==> config.mk <==
export PLATFORM = sky130hd
export DESIGN_NAME = piso_serializer
export DESIGN_NICKNAME = d
export VERILOG_FILES = /design/src/rtl/piso_serializer.sv
export SDC_FILE = /design/constraint.sdc
export NUM_CORES = 1
export LEC_CHECK = 0
export ABC_CLOCK_PERIOD_IN_PS = 1300
export CAP_MARGIN = 25
export CORE_AREA = 8 8 45 47
export CTS_CLUSTER_SIZE = 40
export DETAILED_ROUTE_END_ITERATION = 16
export DIE_AREA = 0 0 53 55
export SYNTH_ARGS = -nofsm -noshare
export SYNTH_HDL_FRONTEND = slang
export SYNTH_SLANG_ARGS = --single-unit
export TNS_END_PERCENT = 100
==> constraint.sdc <==
create_clock -name clk -period 1.3 [get_ports clk]
set_clock_uncertainty 0.05 [all_clocks]
set_input_delay 0.13 -clock clk [delete_from_list [all_inputs] [get_ports clk]]
set_output_delay 0.13 -clock clk [all_outputs]
set_load 0.005 [all_outputs]
==> src/rtl/piso_serializer.sv <==
// Parallel-in serial-out shifter with a load/ready handshake and a bit-advance enable.
// Words stream back-to-back without an idle bit when the next load lands on the last bit.
module piso_serializer #(
    parameter int N         = 4,
    parameter bit MSB_FIRST = 1'b1
) (
    input  logic         clk,
    input  logic         reset_n,
    input  logic [N-1:0] p_in,
    input  logic         load,
    output logic         ready,
    input  logic         shift_en,
    output logic         s_out,
    output logic         s_valid,
    output logic         last,
    output logic [N-1:0] Q_out
);

    localparam int CW = $clog2(N);
    localparam logic [CW-1:0] CNT_LAST = CW'(N - 1);

    typedef enum logic [0:0] {
        ST_IDLE  = 1'b0,
        ST_SHIFT = 1'b1
    } state_t;

    state_t         state_r;
    state_t         state_nx_s;
    logic [N-1:0]   sreg_r;
    logic [N-1:0]   sreg_nx_s;
    logic [N-1:0]   sreg_shift_s;
    logic [CW-1:0]  cnt_r;
    logic [CW-1:0]  cnt_nx_s;
    logic           in_shift_s;
    logic           last_s;
    logic           out_bit_s;

    // The register always moves toward whichever end is presented on s_out.
    assign sreg_shift_s = MSB_FIRST ? {sreg_r[N-2:0], 1'b0} : {1'b0, sreg_r[N-1:1]};
    assign out_bit_s    = MSB_FIRST ? sreg_r[N-1] : sreg_r[0];

    assign in_shift_s = (state_r == ST_SHIFT);
    assign last_s     = in_shift_s && (cnt_r == CNT_LAST);

    assign s_out   = in_shift_s & out_bit_s;
    assign s_valid = in_shift_s;
    assign last    = last_s;
    assign Q_out   = sreg_r;
    // Accepting on the last consumed bit is what makes streaming gapless.
    assign ready   = (!in_shift_s) || (last_s && shift_en);

    // Next-state decode: load, shift, reload on last bit, or return to idle.
    always_comb begin
        state_nx_s = state_r;
        sreg_nx_s  = sreg_r;
        cnt_nx_s   = cnt_r;
        case (state_r)
            ST_IDLE: begin
                if (load) begin
                    sreg_nx_s  = p_in;
                    cnt_nx_s   = {CW{1'b0}};
                    state_nx_s = ST_SHIFT;
                end else begin
                    state_nx_s = ST_IDLE;
                end
            end
            ST_SHIFT: begin
                if (!shift_en) begin
                    state_nx_s = ST_SHIFT;
                end else if (cnt_r != CNT_LAST) begin
                    sreg_nx_s = sreg_shift_s;
                    cnt_nx_s  = cnt_r + CW'(1);
                end else if (load) begin
                    sreg_nx_s  = p_in;
                    cnt_nx_s   = {CW{1'b0}};
                    state_nx_s = ST_SHIFT;
                end else begin
                    sreg_nx_s  = {N{1'b0}};
                    cnt_nx_s   = {CW{1'b0}};
                    state_nx_s = ST_IDLE;
                end
            end
            default: begin
                sreg_nx_s  = {N{1'b0}};
                cnt_nx_s   = {CW{1'b0}};
                state_nx_s = ST_IDLE;
            end
        endcase
    end

    // State, shift register and bit index; reset aborts any frame in flight.
    always_ff @(posedge clk or negedge reset_n) begin
        if (!reset_n) begin
            state_r <= ST_IDLE;
            sreg_r  <= {N{1'b0}};
            cnt_r   <= {CW{1'b0}};
        end else begin
            state_r <= state_nx_s;
            sreg_r  <= sreg_nx_s;
            cnt_r   <= cnt_nx_s;
        end
    end

endmodule

Word level (Yosys, flattened, before mapping)
Cells that the tools add are included.
Storage, ports and cells
  bits in registers: 7
  input bits: 8
  output and inout bits: 8
  logic and storage cells: 28
Operators by class
  $add $sub $neg: 1
  equality and inequality tests: 4
  mux-type cells: 13
  bitwise logic cells: 2
  reductions and logical operators: 5
Operators by type and width (number)
  4-bit 2-to-1 mux: 4
  4-bit case mux with 2 select lines: 1
  2-bit 2-to-1 mux: 3
  2-bit inequality test (second input constant): 3
  2-bit case mux with 2 select lines: 1
  1-bit 2-to-1 mux: 3
  2-bit by 1-bit adder with 2-bit output (second input constant): 1
  2-bit == test (second input constant): 1
  1-bit logical AND: 2
  1-bit case mux with 2 select lines: 1
  2-bit AND reduction: 1
  1-bit AND: 1
  1-bit zero test: 1
  1-bit logical OR: 1
  1-bit inverter: 1

Longest topological paths before layout
Gate-level depths: netlist (run 1).
  depth after elaboration: 4
  mapped depth: 4
  mapped depth without buffers: 4

Worst setup path after synthesis (run 1)
No wires, ideal clock.
  kind: register to register
  start point: register cnt_r[0]
  end point: register cnt_r[1]
  setup time: 0.121 ns
  arrival: 1.127 ns
  data required time: 1.129 ns
  path slack: 0.002 ns
  stages on the path, launching flop included: 4
  buffers on the path: 0
  period minus slack after synthesis: 1.298 ns
  cells stage by stage: dfrtp_1 ha_1 mux2_2 a22o_1
On the way
  word-level cells in the longest chain between the ends: 4
  elaborated cells between the ends (all ways): 5
  those cells by class: add/sub: 1; eq/ne: 1; mux: 3
Ends and longest elaborated chain
  start, declared: line 32  | logic [CW-1:0] cnt_r;
  start signal, assigned: line 96  | cnt_r <= {CW{1'b0}};
  start signal, assigned: line 100  | cnt_r <= cnt_nx_s;
  2-bit by 1-bit adder with 2-bit output / 2-bit inequality test (equally long branches): line 72, 70
  2-bit 2-to-1 mux *: line 70  | end else if (cnt_r != CNT_LAST) begin
  2-bit 2-to-1 mux *: line 68  | if (!shift_en) begin
  2-bit case mux with 2 select lines *: line 57  | case (state_r)
Mark *: on every way between the ends. The rest lies on a longest branch, timed or not. The select of a mux whose other input is x is not followed.
A chain may end at the register's enable or synchronous reset.

Final worst setup path (run 1)
  start point: register cnt_r[0]
  end point: output port ready
On the way
  word-level cells in the longest chain between the ends: 4
Ends and longest elaborated chain
  2-bit == test: line 43  | assign last_s = in_shift_s && (cnt_r == CNT_LAST);
  1-bit logical AND: line 43
  1-bit logical AND: line 50  | assign ready = (!in_shift_s) || (last_s && shift_en);
  1-bit logical OR: line 50
  end, declared: line 11  | output logic ready,
No other way between the ends.

==> implementation parameters, run 1 <==
Parameter                              Value

Finish
  Non-filler instance count after layout ... 80
  Util after Layout ... 48.7%
  Area Growth Syn to Fin ... 77.9%
  Layout cells sized above 1 ... between 40% and 50%
  Fillers ... 138
  Leading cell types in the layout, fill and taps excluded ... 7 x sky130_fd_sc_hd__dfrtp_1, 7 x sky130_fd_sc_hd__clkdlybuf4s50_1, 7 x sky130_fd_sc_hd__buf_4, 5 x sky130_fd_sc_hd__dlygate4sd2_1, 4 x sky130_fd_sc_hd__nor2_1
  Fin area ... 674 um^2
  Total number of nets in the final design ... 74
  Number of antenna cells inserted ... 0

Power
  Static Leakage ... 0.320 nW
  Pwr dens ... 2010 nW/um^2
  Worst IR Drop VDD ... approximately 0.76 mV
  Post-layout total power ... around 1.4 mW

Place
  Minimum setup slack after placement ... -163 ps
  Placed cells ... between 70 and 80
  Cell area reported after detailed placement ... 583 um^2
  Final weighted congestion in routability-driven placement ... 0.736
  Input/output buffers ... 15
  HPWL after DPL ... 746 um

Setup path
  Worst path slowest cell ... sky130_fd_sc_hd__dfrtp_1
  Category of cells accounting for the largest share of critical-path delay ... flip-flops
  Cells along the critical path ... ha_4 -> buf_4 -> nand2_2 -> nand2_2 -> buf_2
  Worst setup path category ... register to output port
  CP arrival ... 1200 ps
  Type of element capturing the critical path ... output port
  Most frequent cell on the critical path ... sky130_fd_sc_hd__nand2_2
  Required time at the endpoint of the critical path ... 1120 ps
  CP max stage delay ... 410 ps
  Worst reg2reg path startpoint ... cnt_r[0]
  Crit-path max FO ... 3
  CP bufs+invs ... 2
  Critical Path Start Type ... register
  Worst setup startpoint ... cnt_r[0]

Status
  Status ... finished with violations
  Violated checks ... negative setup slack

Floorplan
  Die Span Y ... 55 um
  Width of the chip ... approximately 53 um
  Core region area ... 1380 um^2
  Count of pins on the block boundary ... 16
  Die area ... 2920 um^2
  Core Rows ... 14
  Starting Density ... 27.4%

Clock tree
  CTS sink cnt ... 7
  Clock slew at reported path FFs ... 60 ps
  Root Buffer Master ... sky130_fd_sc_hd__clkbuf_4
  Total clock buffers created by CTS ... 3
  Insertion delay of the later-clocked pin in the worst-skew pair ... 260 ps
  Clock Tree Buf Depth ... 2
  Hold buffers post-CTS ... 0
  CTS H-tree lvls ... 1
  Clock tree from TritonCTS ... built

Yosys
  Post-synth net total ... 45
  Post-Syn Area ... 379 um^2
  Synth cell types ... 18
  Post-synthesis cell count ... 36
  Number of warnings issued by yosys ... 0
  Sequential element share of the synthesized area ... between 40 and 50%
  Flops & latches, synth ... 7
  Mean Syn Cell Area ... 10.5 um^2

Route
  Wire length per cell ... 12.6 um
  Pre-Repair DR Iteration Count ... 2
  Detailed Route WL ... 1010 um
  DR vias ... 375
  DRT antenna net count ... 0
  Top routing layer in use ... met4
  Met3 layer wire length in the routed design ... around 54 um
  Met2 wire length ... 461 um
  DRC errors left ... 0
  Wl on met1 ... 465 um
  Number of DRC violations after detailed-routing iteration 0 ... 1
  Average via count per standard cell ... 4.69

STA
  Transition time at the pin with the least slew margin ... 338 ps
  Portion of the clock cycle consumed by the worst path in the final layout ... 106%
  Maximum achievable frequency ... slightly above 700 MHz
  Normalized max-slew margin ... 77.4%
  RSZ-0062 raised after global routing ... yes
  Number of pins exceeding their max-slew limit in the final report ... 0
  Min Clock Period, post-route ... ~1400 ps
  Final setup slack of the worst path ... -78.1 ps
  Count of endpoints failing setup in the final report ... 5
  Number of hold violations in the final report ... 0

Global routing
  Maximum number of pins on one net before global-route repair ... 9
  Number of global-route vias before repair ... 411
  Wire length of the first global-routing pass ... 1790 um
  Global-route total usage across every layer ... 8.50%
  Global-route congestion overflow total ... 0
  Antenna violations before repair ... 0

Flow run
  Reported max-cap violation count ... 0

Worst hold path
  Hold crit path type ... primary input to async pin
==> area by class of cell <==
class / count / area [um^2] / area share (%)
multi-input combinational: 27 / 226 / 33.6
timing repair buffer: 25 / 223 / 33.0
tap: 16 / 20.0 / 2.97
sequential: 7 / 175 / 26.0
clock buffer: 4 / 26.3 / 3.90
inverter: 1 / 3.75 / 0.557
==> power breakdown <==
part | internal, mW | switching (mW) | total (mW) | leakage (nW)
Combinational | 0.473 | 0.294 | 0.767 | 0.223
Sequential | 0.309 | 0.0740 | 0.383 | 0.0820
Clock | 0.118 | 0.0895 | 0.207 | 0.0150
==> state kept, by name, indices dropped and copies added, names as in the netlist <==
register / cells
s_valid: 1
Q_out: 4
cnt_r: 2
==> layer usage <==
layer	vias up	track usage, %
met5	-	0
met1	176	9.83
met3	3	3.21
met2	13	13.1
met4	0	5.17
li1	183	-
==> stage by stage <==
| stage | hold slack (ps) | TNS, ps |
|---|---|---|
| finish | 86.0 | -220 |
| global route | 110 | -555 |
| floorplan | -216 | 0 |
| global placement | 373 | -787 |
| detailed placement | 379 | -856 |
| CTS | 98.0 | -309 |
==> worst paths after layout <==
check	end	cells past startpoint	slack (ps)
min in group clk	Q_out[0]	3	380
max in group asynchronous	s_valid	1	860
max	ready	5	-80
min reg2reg	Q_out[3]	2	500
max reg2reg	Q_out[3]	5	-50
min	cnt_r[1]	1	90
==> synthesized netlist by cell type <==
| library cell | n | area share (%) |
|---|---|---|
| sky130_fd_sc_hd__a21bo_4 | 1 | 4.3 |
| sky130_fd_sc_hd__a21oi_1 | 3 | 4.0 |
| sky130_fd_sc_hd__a22o_1 | 1 | 2.3 |
| sky130_fd_sc_hd__a22oi_1 | 3 | 5.9 |
| sky130_fd_sc_hd__and2_1 | 2 | 3.3 |
| sky130_fd_sc_hd__buf_6 | 1 | 3.0 |
| sky130_fd_sc_hd__dfrtp_1 | 7 | 46 |
| sky130_fd_sc_hd__ha_1 | 1 | 3.3 |
| sky130_fd_sc_hd__inv_1 | 1 | 0.99 |
| sky130_fd_sc_hd__mux2_2 | 1 | 3.0 |
| sky130_fd_sc_hd__mux2_4 | 1 | 4.0 |
| sky130_fd_sc_hd__mux2i_1 | 2 | 5.3 |
| sky130_fd_sc_hd__nand2_1 | 2 | 2.0 |
| sky130_fd_sc_hd__nand2b_1 | 2 | 3.3 |
| sky130_fd_sc_hd__nand3_1 | 1 | 1.3 |
| sky130_fd_sc_hd__nor2_1 | 5 | 5.0 |
| sky130_fd_sc_hd__nor2b_1 | 1 | 1.7 |
| sky130_fd_sc_hd__o21ai_1 | 1 | 1.3 |
==> logic make-up (layout without fill, tap and decap cells) <==
group | Yosys count | count (layout) | share of synthesized area (%)
AOI/OAI and AO/OA | 9 | 9 | 17.8
DFF | 7 | 7 | 46.2
muxes | 4 | 4 | 12.2
buffers and inverters | 2 | 30 | 3.96
and+or+nand+nor | 13 | 13 | 16.5
adders and majority gates | 1 | 1 | 3.30
==> timing repair <==
item                       CTS  global route
setup endpoints to repair   13             8
buffers inserted             5             0
pin swaps                   10             8
cloned                       0             0
hold endpoints to repair     0             0
gates resized for setup     18             7
Note: power is estimated with default switching activity, not from simulation.
==> run 2: changes to the inputs <==
Settings changed: ABC_CLOCK_PERIOD_IN_PS 1300 to 1440.
Clock period 1.3 ns to 1.44 ns, I/O delays scaled along.
==> run 2 against run 1 <==
  * The run now ends clean
  * Clock-buffer cell count unchanged
  * Sequential share of layout area up 1.8 points
  * Combinational power down 17%
  * Total power down 14%
  * Non-clock buffer count down 2
  * Sequential power down 11%
  * Global-route usage down 1.3 points
  * Clock power down 12%
  * Cell count down 2.5%
  * Critical endpoint is now Q_out[3]
==> implementation parameters, run 2 (synthesis gave the netlist of run 1 again) <==
Parameter                              Value

Status
  Status ... complete, no violations (was finished with violations)

Floorplan
  Core region area ... 1380 um^2 (unchanged)
  Width of the chip ... 53 um (unchanged)
  Die area ... 2920 um^2 (unchanged)
  Starting Density ... 27.4% (unchanged)
  Die Span Y ... 55 um (unchanged)
  Core Rows ... 14 (unchanged)
  Count of pins on the block boundary ... 16 (unchanged)

STA
  Min Clock Period, post-route ... around 1400 ps
  Count of endpoints failing setup in the final report ... 0 (was 5)
  Normalized max-slew margin ... 75.7% (was 77.4%)
  Final setup slack of the worst path ... 44.3 ps (was -78.1 ps)
  Number of pins exceeding their max-slew limit in the final report ... 0 (unchanged)
  Number of hold violations in the final report ... 0 (unchanged)
  Transition time at the pin with the least slew margin ... 364 ps (was 338 ps)
  RSZ-0062 raised after global routing ... yes (unchanged)
  Portion of the clock cycle consumed by the worst path in the final layout ... 96.9%
  Maximum achievable frequency ... 716 MHz
  Final hold slack ... 116 ps (was 86.0 ps)

Route
  Detailed Route WL ... 898 um (was 1010 um)
  DRC errors left ... 0 (unchanged)
  Average via count per standard cell ... 4.53 (was 4.69)
  Number of DRC violations after detailed-routing iteration 0 ... 3 (was 1)
  DR vias ... 353 (was 375)
  Pre-Repair DR Iteration Count ... 2 (unchanged)
  DRT antenna net count ... 0 (unchanged)
  Wire length per cell ... 11.5 um (was 12.6 um)

Setup path
  Critical Path Start Type ... register (unchanged)
  CP arrival ... 1480 ps (was 1200 ps)
  Required time at the endpoint of the critical path ... 1520 ps (was 1120 ps)
  Number of cells on the worst reg-to-reg path ... 5 (unchanged)
  Worst path slowest cell ... sky130_fd_sc_hd__dfrtp_1 (unchanged)
  Type of element capturing the critical path ... register (was output port)
  CP Depth ... 5 (unchanged)
  Category of cells accounting for the largest share of critical-path delay ... compound AO/OA/AOI/OAI gates (was flip-flops)
  Worst setup path category ... register to register (was register to output port)
  Cells along the critical path ... ha_2 -> buf_4 -> a21bo_4 -> a22oi_1 -> a21oi_1 (was ha_4 -> buf_4 -> nand2_2 -> nand2_2 -> buf_2)
  CP bufs+invs ... 1 (was 2)
  CP max stage delay ... 390 ps (was 410 ps)
  Crit-path max FO ... 4 (was 3)

Worst hold path
  Hold crit path type ... primary input to async pin (unchanged)

Place
  HPWL after DPL ... 683 um (was 746 um)
  Final weighted congestion in routability-driven placement ... 0.706 (was 0.736)
  Placed cells ... 71 (was 72)
  Input/output buffers ... 15 (unchanged)
  Minimum setup slack after placement ... -45.0 ps (was -163 ps)

Finish
  Flip-flop count of the largest register, all copies and words added ... 4 (unchanged)
  Total number of nets in the final design ... 72 (was 74)
  Util after Layout ... 45.8% (was 48.7%)
  Leading cell types in the layout, fill and taps excluded ... 12 x sky130_fd_sc_hd__clkdlybuf4s50_1, 8 x sky130_fd_sc_hd__buf_4, 6 x sky130_fd_sc_hd__dfrtp_1, 4 x sky130_fd_sc_hd__nor2_1 (was 7 x sky130_fd_sc_hd__dfrtp_1, 7 x sky130_fd_sc_hd__clkdlybuf4s50_1, 7 x sky130_fd_sc_hd__buf_4, 5 x sky130_fd_sc_hd__dlygate4sd2_1, 4 x sky130_fd_sc_hd__nor2_1)
  Non-filler instance count after layout ... 78 (was 80)
  Leading cell type in the layout, fill and taps excluded ... sky130_fd_sc_hd__clkdlybuf4s50_1
  Layout cells sized above 1 ... 29.0% (was 40.6%)
  Number of antenna cells inserted ... 0 (unchanged)
  Area Growth Syn to Fin ... 67.3% (was 77.9%)

Global routing
  Antenna violations before repair ... 0 (unchanged)
  Maximum number of pins on one net before global-route repair ... 9 (unchanged)
  Global-route total usage across every layer ... 7.24% (was 8.50%)
  Wire length of the first global-routing pass ... 1490 um (was 1790 um)
  Global-route congestion overflow total ... 0 (unchanged)
  Number of global-route vias before repair ... 358 (was 411)

Clock tree
  Root Buffer Master ... sky130_fd_sc_hd__clkbuf_4 (unchanged)
  CTS H-tree lvls ... 1 (unchanged)
  Total clock buffers created by CTS ... 3 (unchanged)
  CTS sink cnt ... 7 (unchanged)
  Clock slew at reported path FFs ... 60 ps (about the same)
  Clock tree from TritonCTS ... built (unchanged)
  Clock Tree Buf Depth ... 2 (unchanged)
  Insertion delay of the later-clocked pin in the worst-skew pair ... 250 ps (was 260 ps)
  Hold buffers post-CTS ... 0 (unchanged)

Power
  Post-layout total power ... 1.16 mW (was 1.36 mW)
  Pwr dens ... 1840 nW/um^2 (was 2010 nW/um^2)
  Worst IR Drop VDD ... 0.793 mV (was 0.757 mV)
  Static Leakage ... 0.286 nW (was 0.320 nW)

Flow run
  Reported max-cap violation count ... 0 (unchanged)
==> run 2: final cells by class <==
cell class              count  area [um^2]
clock buffers               4         26.3
fillers                   147          749
inverters                   1         3.75
repair buffers             23          209
multi-input cells          27          199
well taps                  16         20.0
flip-flops and latches      7          176
==> run 2: routing by layer <==
layer / global-route usage, % / vias up / share of wire [%] / wire [um]
met5: 0 / - / 0 / 0
met4: 5.17 / 0 / 2.3 / 21
met3: 3.48 / 3 / 8.6 / 77
met2: 9.18 / 13 / 40 / 355
met1: 9.23 / 158 / 49 / 443
li1: - / 179 / - / -
==> run 2: through the flow <==
stage               TNS (ps)  instance area [um^2]
floorplan                  0                   379
global placement       -35.5                   576
detailed placement     -45.0                   576
CTS                        0                   618
global route           -37.6                   634
finish                     0                   634
==> run 2: timing repair <==
item	CTS	global route
setup buffers	2	1
gates resized for setup	6	3
pin swaps	1	0
endpoints found under the setup margin	4	5
==> run 2: power by group <==
part | total, mW | internal [mW] | leakage [nW] | switching, mW
registers | 0.341 | 0.280 | 0.0816 | 0.0610
clock network | 0.183 | 0.106 | 0.0150 | 0.0773
logic | 0.640 | 0.409 | 0.189 | 0.231
==> run 2: final timing paths <==
path                          start       end  slack [ps]
max in group asynchronous   reset_n   s_valid         940
max reg2reg                cnt_r[1]  Q_out[3]          40
min                         reset_n  cnt_r[1]         120
min in group clk            p_in[0]  Q_out[0]         380
max                        cnt_r[1]  Q_out[3]          40
min reg2reg                Q_out[0]  Q_out[0]         500
